==> src/rtl/fifo_pkg.sv <==
// -----------------------------------------------------------------------------
// fifo_pkg
// Shared definitions for the FIFO read and write pointer logic:
//   - default FIFO geometry (DEPTH / PTR_SZ)
//   - read-side FSM state encodings
//   - binary <-> Gray conversion helpers
// The helpers work on a fixed 16-bit container. Callers zero-extend narrower
// pointers and truncate the result. The leading zeros do not disturb the
// low-order bits in either direction.
// -----------------------------------------------------------------------------
package fifo_pkg;

    localparam int FIFO_DEPTH_DEF  = 3;
    localparam int FIFO_PTR_SZ_DEF = 2;
    localparam int GRAY_MAX_W      = 16;

    typedef enum logic [1:0] {
        S_EMPTY = 2'b00,
        S_AVAIL = 2'b01,
        S_READ  = 2'b10
    } rd_state_e;

    function automatic logic [GRAY_MAX_W-1:0] bin2gray(input logic [GRAY_MAX_W-1:0] bin);
        return bin ^ (bin >> 1);
    endfunction

    // Each binary bit is the XOR of all Gray bits at or above it.
    function automatic logic [GRAY_MAX_W-1:0] gray2bin(input logic [GRAY_MAX_W-1:0] gray);
        logic [GRAY_MAX_W-1:0] bin;
        bin[GRAY_MAX_W-1] = gray[GRAY_MAX_W-1];
        for (int i = GRAY_MAX_W - 2; i >= 0; i--) begin
            bin[i] = bin[i+1] ^ gray[i];
        end
        return bin;
    endfunction

endpackage

==> src/rtl/fifo_gray2bin.sv <==
// -----------------------------------------------------------------------------
// fifo_gray2bin
// Combinational Gray-to-binary decoder for a synchronized FIFO pointer.
// Parameters:
//   PTR_SZ  pointer width in bits (at most 16)
// Ports:
//   gray_i  Gray-coded pointer
//   bin_o   binary equivalent
// -----------------------------------------------------------------------------
module fifo_gray2bin
    import fifo_pkg::*;
#(
    parameter int PTR_SZ = FIFO_PTR_SZ_DEF
) (
    input  logic [PTR_SZ-1:0] gray_i,
    output logic [PTR_SZ-1:0] bin_o
);

    assign bin_o = PTR_SZ'(gray2bin(GRAY_MAX_W'(gray_i)));

endmodule

==> src/rtl/fifo_read_logic.sv <==
// -----------------------------------------------------------------------------
// fifo_read_logic
// Read-side pointer and flag logic of an asynchronous FIFO. A three-state Moore
// FSM (S_EMPTY / S_AVAIL / S_READ) issues one memory read strobe per accepted
// request. It advances a binary read address that wraps at DEPTH-1. It also
// publishes the Gray form of that address for the write-side synchronizer.
//
// Parameters:
//   DEPTH       number of FIFO memory slots
//   PTR_SZ      address width, DEPTH <= 2**PTR_SZ
// Ports:
//   clk         clock, all state updates on the rising edge
//   rst         synchronous active-high reset
//   rinc        read request (level)
//   rq2_waddr   write address in Gray code, already in the clk domain
//   rempty      registered empty flag (state == S_EMPTY)
//   read_en     registered memory read strobe (state == S_READ)
//   raddr       registered binary read address
//   raddr_gray  registered Gray form of raddr
//   rcount      registered occupancy (wbin - raddr) mod DEPTH; present only
//               when the macro FIFO_READ_OCCUPANCY_EN is defined
// -----------------------------------------------------------------------------
module fifo_read_logic
    import fifo_pkg::*;
#(
    parameter int DEPTH  = FIFO_DEPTH_DEF,
    parameter int PTR_SZ = FIFO_PTR_SZ_DEF
) (
    input  logic              clk,
    input  logic              rst,
    input  logic              rinc,
    input  logic [PTR_SZ-1:0] rq2_waddr,
    output logic              rempty,
    output logic              read_en,
    output logic [PTR_SZ-1:0] raddr,
    output logic [PTR_SZ-1:0] raddr_gray
`ifdef FIFO_READ_OCCUPANCY_EN
    ,
    output logic [PTR_SZ-1:0] rcount
`endif
);

    localparam logic [PTR_SZ-1:0] LAST_ADDR = PTR_SZ'(DEPTH - 1);

    rd_state_e         state_q, state_d;
    logic [PTR_SZ-1:0] raddr_q, raddr_d;
    logic [PTR_SZ-1:0] raddr_gray_q, raddr_gray_d;
    logic              rempty_q, rempty_d;
    logic              read_en_q, read_en_d;
    logic [PTR_SZ-1:0] wbin_s;
    logic [PTR_SZ-1:0] next_raddr_s;

    fifo_gray2bin #(
        .PTR_SZ (PTR_SZ)
    ) u_waddr_dec (
        .gray_i (rq2_waddr),
        .bin_o  (wbin_s)
    );

    // Address of the slot after the current one, wrapping at DEPTH-1.
    always_comb begin
        next_raddr_s = raddr_q + {{(PTR_SZ-1){1'b0}}, 1'b1};
        if (raddr_q == LAST_ADDR) begin
            next_raddr_s = {PTR_SZ{1'b0}};
        end else begin
            next_raddr_s = raddr_q + {{(PTR_SZ-1){1'b0}}, 1'b1};
        end
    end

    // Next-state, next-address and next-flag logic.
    // The flags are registered copies of the next-state decode, so they always
    // match the current state. The empty check in S_READ uses the live wbin.
    // A write landing in the same cycle as the last read therefore keeps the
    // FIFO non-empty.
    always_comb begin
        state_d = state_q;
        raddr_d = raddr_q;
        unique case (state_q)
            S_EMPTY: begin
                if (wbin_s != raddr_q) begin
                    state_d = S_AVAIL;
                end else begin
                    state_d = S_EMPTY;
                end
            end
            S_AVAIL: begin
                if (rinc) begin
                    state_d = S_READ;
                end else begin
                    state_d = S_AVAIL;
                end
            end
            S_READ: begin
                raddr_d = next_raddr_s;
                if (wbin_s == next_raddr_s) begin
                    state_d = S_EMPTY;
                end else if (rinc) begin
                    state_d = S_READ;
                end else begin
                    state_d = S_AVAIL;
                end
            end
            default: begin
                state_d = S_EMPTY;
                raddr_d = {PTR_SZ{1'b0}};
            end
        endcase

        if (rst) begin
            state_d = S_EMPTY;
            raddr_d = {PTR_SZ{1'b0}};
        end else begin
            state_d = state_d;
            raddr_d = raddr_d;
        end

        raddr_gray_d = PTR_SZ'(bin2gray(GRAY_MAX_W'(raddr_d)));
        rempty_d     = (state_d == S_EMPTY);
        read_en_d    = (state_d == S_READ);
    end

    // State, address and flag registers. Reset is folded into the _d terms
    // above so that every register always loads its own next value.
    always_ff @(posedge clk) begin
        state_q      <= state_d;
        raddr_q      <= raddr_d;
        raddr_gray_q <= raddr_gray_d;
        rempty_q     <= rempty_d;
        read_en_q    <= read_en_d;
    end

    assign rempty     = rempty_q;
    assign read_en    = read_en_q;
    assign raddr      = raddr_q;
    assign raddr_gray = raddr_gray_q;

`ifdef FIFO_READ_OCCUPANCY_EN
    logic [PTR_SZ:0]   occ_diff_s;
    logic [PTR_SZ-1:0] rcount_q, rcount_d;

    // Modular occupancy. Add DEPTH back when the write pointer has wrapped
    // behind the read pointer.
    always_comb begin
        occ_diff_s = {1'b0, wbin_s} - {1'b0, raddr_q};
        if (wbin_s >= raddr_q) begin
            occ_diff_s = {1'b0, wbin_s} - {1'b0, raddr_q};
        end else begin
            occ_diff_s = {1'b0, wbin_s} + (PTR_SZ+1)'(DEPTH) - {1'b0, raddr_q};
        end
        if (rst) begin
            rcount_d = {PTR_SZ{1'b0}};
        end else begin
            rcount_d = occ_diff_s[PTR_SZ-1:0];
        end
    end

    // Occupancy register, one cycle behind its inputs.
    always_ff @(posedge clk) begin
        rcount_q <= rcount_d;
    end

    assign rcount = rcount_q;
`endif

endmodule

==> config.mk <==
export PLATFORM = sky130hd
export DESIGN_NAME = fifo_read_logic
export DESIGN_NICKNAME = d
export VERILOG_FILES = /design/src/rtl/fifo_pkg.sv /design/src/rtl/fifo_gray2bin.sv /design/src/rtl/fifo_read_logic.sv
export SDC_FILE = /design/constraint.sdc
export NUM_CORES = 1
export LEC_CHECK = 0
export CORE_AREA = 10 10 47 49
export CTS_CLUSTER_DIAMETER = 150
export DETAILED_ROUTE_END_ITERATION = 16
export DIE_AREA = 0 0 57 59
export PLACE_DENSITY_LB_ADDON = 0.05
export RECOVER_POWER = 100
export SKIP_CTS_REPAIR_TIMING = 1
export SLEW_MARGIN = 20
export SYNTH_ARGS = -nofsm -noshare
export SYNTH_HDL_FRONTEND = slang
export SYNTH_SLANG_ARGS = --single-unit
==> constraint.sdc <==
create_clock -name clk -period 4 [get_ports clk]
set_clock_uncertainty 0.1 [all_clocks]
set_input_delay 1.2 -clock clk [delete_from_list [all_inputs] [get_ports clk]]
set_output_delay 1.2 -clock clk [all_outputs]
set_load 0.01 [all_outputs]
==> flow_summary_export.csv, run 1 <==
group,metric,value,unit
job,cap_violations,0,
logic_synthesis,synth_top_area_share,42.7,%
clock_tree,insertion_delay,0.25,ns
logic_synthesis,syn_area,328,um2
worst_setup_path,rrSetupSlack,2.58,ns
floorplan,pin_count,11,
hold_path,hold_path.class,"flip-flop to flip-flop",
cells_and_area,final_cell_mix,"dlygate4sd3_1 (8), dfxtp_1 (7)",
worst_setup_path,crit_buf_inv,1,
cells_and_area,fin_nets,56,
hold_path,hp-start,"raddr_gray[1]",
sta,worst_pin_slew,0.276,ns
clock_tree,root_buffer,"clkbuf_4",
cells_and_area,diodes,0,
worst_setup_path,crit_arrival,1.37,ns
sta,min_period_over_period,66.7,%
worst_setup_path,path_cells,"dlygate4sd3_1",
drt,drcViolationCount,0,
worst_setup_path,rr_endpoint,"state_q[0]",
sta,period_needed,2.67,ns
worst_setup_path,end_kind,"primary output",
cells_and_area,multi_input_area,165,um2
drt,avgRoutedWirePerCell,11.8,um
logic_synthesis,syn_nets,43,
sta,hold_viol_final,0,
clock_tree,clk_pin_slew_worst_paths,0.05,ns
global_routing,first_global_vias,327,
logic_synthesis,synth_area_per_cell,8.63,um2
drt,avgViaCountPerCell,4.74,
clock_tree,cts.sinks,7,
worst_setup_path,cp.required,2.70,ns
logic_synthesis,yosysWarnings,0,
worst_setup_path,start_kind,"flip-flop",
sta,worst_slack,1.33,ns
logic_synthesis,ys_ff_latch,7,
pwr,power.leakage,0.179,nW
clock_tree,numCtsBuffers,3,
worst_setup_path,reg2reg_from,"raddr[0]",
logic_synthesis,synth_top_area_cell,"dfxtp_1",
place,dp_hpwl,650,um
cells_and_area,final_area,463,um2
worst_setup_path,path_max_fanout,7,
sta,maxSlewHeadroom,81.5,%
floorplan,rows,14,
cells_and_area,fin_util,33.0,%
floorplan,start_util,23.4,%
cells_and_area,layout-drive-gt1-share,10.0,%
place,place.gp.congestion,0.691,
logic_synthesis,synthTopCellsByArea,"dfxtp_1 (43%), nor3b_1 (6.9%), a31oi_1 (5.7%)",
drt,drt_iter0_drc,5,
worst_setup_path,slowest_stage,"dlygate4sd3_1",
floorplan,die_w,57,um
clock_tree,clockBufferDepth,2,
worst_setup_path,startpoint,"raddr[0]",
drt,num_vias,313,
worst_setup_path,critPathTopFamily,"buffers and inverters",
drt,drtPass1Iterations,4,
place,pre_cts_ws,1.35,ns
sta,rsz0062_at_grt,"false",
hold_path,min_to,"raddr_gray[1]",
floorplan,fp.dieArea,0.00336,mm2
sta,tns,0,ns
logic_synthesis,ys_types,21,
sta,setup_viol,0,
clock_tree,cts-htree-levels,1,
hold_path,hold_depth,2,
place,place_area,437,um2
drt,routed_wl,779,um
worst_setup_path,reg2regPathDepth,4,
sta,drv_slew,0,
cells_and_area,ff_latch_area,140,um2
floorplan,core,0.00140,mm2
clock_tree,cts_tree,"built",
drt,final_antenna_net_count,0,
global_routing,grt_max_degree,10,
cells_and_area,fillers,166,
global_routing,antenna_found_initial,0,
sta,hold_ws,0.453,ns
logic_synthesis,seq_area_frac_synth,42.7,%
floorplan,die_h,59,um
worst_setup_path,critical-path-max-stage-delay,0.65,ns
outcome,run_status,"finished, final reports clean",
global_routing,grt_pass1_wl,1360,um
worst_setup_path,setup.worst_path.class,"flip-flop to primary output",
sta,fmax,375,MHz
place,portBuffers,10,
global_routing,grt_remaining_overflow,0,
pwr,pwr_density_cell,379,mW/mm2
pwr,ir_worst_vdd,149,uV
logic_synthesis,netlist_instances,38,
cells_and_area,layout.cells.most_common,"dlygate4sd3_1",
global_routing,grt_usage,5.46,%
cells_and_area,area.growth.synth_to_final,41.2,%
==> through the flow <==
stage,total power [mW],std cells
floorplan,0.0985,38
global placement,0.113,62
detailed placement,0.114,62
CTS,0.183,66
global route,0.191,66
finish,0.175,66
==> layout make-up <==
cell class              instances  area share, %
multi-input cells              26           35.7
flip-flops and latches          7           30.3
repair buffers                 10           21.6
clock buffers                   4           5.68
well taps                      16           4.32
inverters                       3           2.43
==> registers in the layout, indices dropped and copies added, names as in the netlist <==
signal and count:
state_q 2, raddr_gray 2, read_en 1, raddr 1, rempty 1
==> tightest hold or removal path, cell delays in order (launching register included) <==
cell      delay, ns
dfxtp_1        0.36
nand2b_1       0.09
a21oi_1        0.05
==> worst max path at each step <==
stage / slack, ns / depth (start not counted) / end
floorplan: 1.92 / 4 / state_q[0]
global placement: 1.36 / 5 / state_q[0]
detailed placement: 1.35 / 5 / state_q[0]
CTS: 1.36 / 1 / raddr[0]
global route: 1.24 / 1 / raddr[0]
finish: 1.33 / 1 / raddr[0]
==> where the power goes <==
part / switching, mW / internal [mW] / total [mW] / leakage (nW)
sequential: 0.00411 / 0.0756 / 0.0797 / 0.0574
clock: 0.0273 / 0.0381 / 0.0654 / 0.0150
combinational: 0.0141 / 0.0161 / 0.0302 / 0.106
==> cell families after synthesis <==
| logic type | count (synthesis) | synth area share [%] |
|---|---|---|
| AO/OA/AOI/OAI | 9 | 16.4 |
| XOR/XNOR | 2 | 5.34 |
| buffers and inverters | 5 | 6.87 |
| flip-flops | 7 | 42.7 |
| multiplexers | 1 | 3.05 |
| AND/OR/NAND/NOR | 14 | 25.6 |
==> synth_stat cells, drive strengths merged <==
cell type and count:
or4 1, or2 1, o31ai 1, nor2 1, nand2b 1, nor3b 3, nand2 3, or2b 1
dfxtp 7, nor2b 1, inv 3, xnor2 2, a31oi 3, nand3 1, or3 1, clkbuf 1
a211oi 1, mux2i 1, o21ai 1, a21oi 3, buf 1
==> routing by layer <==
metal	vias to the layer above	GRT usage [%]	share of wire, %
li1	155	-	-
met3	4	3.22	11
met2	14	8.68	48
met4	0	6.04	3.5
met5	-	0	0
met1	140	4.42	37
No activity file was read; power rests on OpenSTA's default activity.
==> inputs of run 2 (changes only) <==
clock period = 2.4 ns   (was 4 ns; I/O delays follow)
==> flow_summary_export.csv, run 2 (synthesis results as in run 1) <==
group,metric,value,unit
outcome,run_status,"finished, final reports clean",
floorplan,pin_count,11,
floorplan,die_w,57,um
drt,drtPass1Iterations,1,
worst_setup_path,crit_buf_inv,1,
global_routing,first_global_vias,305,
drt,routed_wl,736,um
pwr,seqPwrFrac,46.1,%
global_routing,grt_pass1_wl,1290,um
pwr,switching_power,0.0720,mW
sta,setup_viol,0,
worst_setup_path,slowest_stage,"dlygate4sd3_1",
cells_and_area,fin_nets,56,
worst_setup_path,critical-path-max-stage-delay,0.66,ns
cells_and_area,final_cell_mix,"dlygate4sd3_1 (8), dfxtp_1 (7)",
clock_tree,clk_pin_slew_worst_paths,0.05,ns
worst_setup_path,critPathTopFamily,"buffers and inverters",
sta,worst_pin_slew,0.273,ns
floorplan,core,0.00140,mm2
drt,drt_iter0_drc,0,
drt,avgViaCountPerCell,4.67,
floorplan,start_util,23.4,%
cells_and_area,fillers,160,
pwr,ir_worst_vdd,313,uV
place,portBuffers,10,
clock_tree,cts.sinks,7,
clock_tree,clockBufferDepth,2,
floorplan,rows,14,
hold_path,hold_path.class,"flip-flop to flip-flop",
pwr,clockPowerShare,36.6,%
pwr,power.leakage,0.179,nW
global_routing,grt_max_degree,10,
worst_setup_path,path_cells,"dlygate4sd3_1",
sta,period_needed,2.19,ns
sta,tns,0,ns
drt,avgRoutedWirePerCell,11.2,um
worst_setup_path,setup.worst_path.class,"flip-flop to primary output",
global_routing,grt_usage,5.06,%
drt,num_vias,308,
worst_setup_path,cp.required,1.58,ns
place,place.gp.congestion,0.638,
sta,min_period_over_period,91.2,%
clock_tree,insertion_delay,0.25,ns
sta,fmax,457,MHz
sta,rsz0062_at_grt,"false",
place,dp_hpwl,593,um
sta,hold_viol_final,0,
worst_setup_path,end_kind,"primary output",
floorplan,die_h,59,um
job,cap_violations,0,
worst_setup_path,path_max_fanout,7,
pwr,p_int,0.216,mW
pwr,pwr-share-comb,17.3,%
floorplan,fp.dieArea,0.00336,mm2
cells_and_area,layout-drive-gt1-share,10.0,%
global_routing,grt_remaining_overflow,0,
global_routing,antenna_found_initial,0,
clock_tree,cts_tree,"built",
clock_tree,numCtsBuffers,3,
cells_and_area,area.growth.synth_to_final,41.2,%
clock_tree,root_buffer,"clkbuf_4",
cells_and_area,diodes,0,
pwr,pwr_density_cell,623,mW/mm2
pwr,switching_share,25.0,%
sta,maxSlewHeadroom,81.7,%
worst_setup_path,start_kind,"flip-flop",
pwr,finalPower,0.288,mW
cells_and_area,layout.cells.most_common,"dlygate4sd3_1",
sta,drv_slew,0,
worst_setup_path,crit_arrival,1.37,ns
clock_tree,cts-htree-levels,1,
drt,final_antenna_net_count,0,
drt,drcViolationCount,0,
## run 2: final timing paths
| kind | start | end | slack (ns) | cells after the start |
|---|---|---|---|---|
| worst max register to register | raddr[0] | state_q[0] | 0.98 | 4 |
| worst min-delay path | state_q[0] | state_q[0] | 0.45 | 2 |
| worst min register to register | state_q[0] | state_q[0] | 0.45 | 2 |
| worst max-delay path | raddr[0] | raddr[0] | 0.21 | 1 |
## run 2: power by group through the flow
stage	Clock, mW	Combinational, mW	Sequential (mW)
2_1_floorplan	0	0.0272	0.137
4_1_cts	0.111	0.0537	0.133
3_5_place_dp	0	0.0535	0.136
5_1_grt	0.119	0.0563	0.134
6_report	0.105	0.0499	0.133
3_3_place_gp	0	0.0536	0.135
## run 2: layout make-up
class                      count  area (um2)  area share (%)
sequential                     7         140            30.3
tap                           16        20.0            4.32
multi-input combinational     26         165            35.7
inverter                       3        11.3            2.43
clock buffer                   4        26.3            5.68
timing repair buffer          10         100            21.6
## run 2: layer usage
metal	routed length [um]	global-route usage, %	part of all wire, %	up-vias
met4	14	3.02	1.9	0
met5	0	0	0	-
li1	-	-	-	157
met3	81	4.51	11	5
met1	299	4.53	41	134
met2	340	7.60	46	12
## run 2: worst reg2reg max path: stages, from the launching register on
cell and delay, ns:
dfxtp_1 0.46, xnor2_1 0.17, mux2i_1 0.12, or4_1 0.40, o31ai_1 0.07
## run 2: through the flow
stage | util [%] | setup slack [ns] | cells | hold slack (ns) | instance area (um2)
final | 33.0 | 0.210 | 66 | 0.453 | 463
after global routing | 33.0 | 0.149 | 66 | 0.495 | 463
after CTS | 33.0 | 0.249 | 66 | 0.454 | 463
after detailed placement | 31.2 | 0.222 | 62 | 0.444 | 437
after global placement | 31.2 | 0.238 | 62 | 0.450 | 437
after floorplan | - | 0.795 | 38 | 0.421 | 328
==> inputs of run 3 (changes only) <==
CTS_CLUSTER_DIAMETER = 40   (was 150)
SLEW_MARGIN = unset   (was 20)
TNS_END_PERCENT = 20   (was unset)
==> results of run 3 <==
The final DEF is identical to that of run 2; final timing and power are the same.
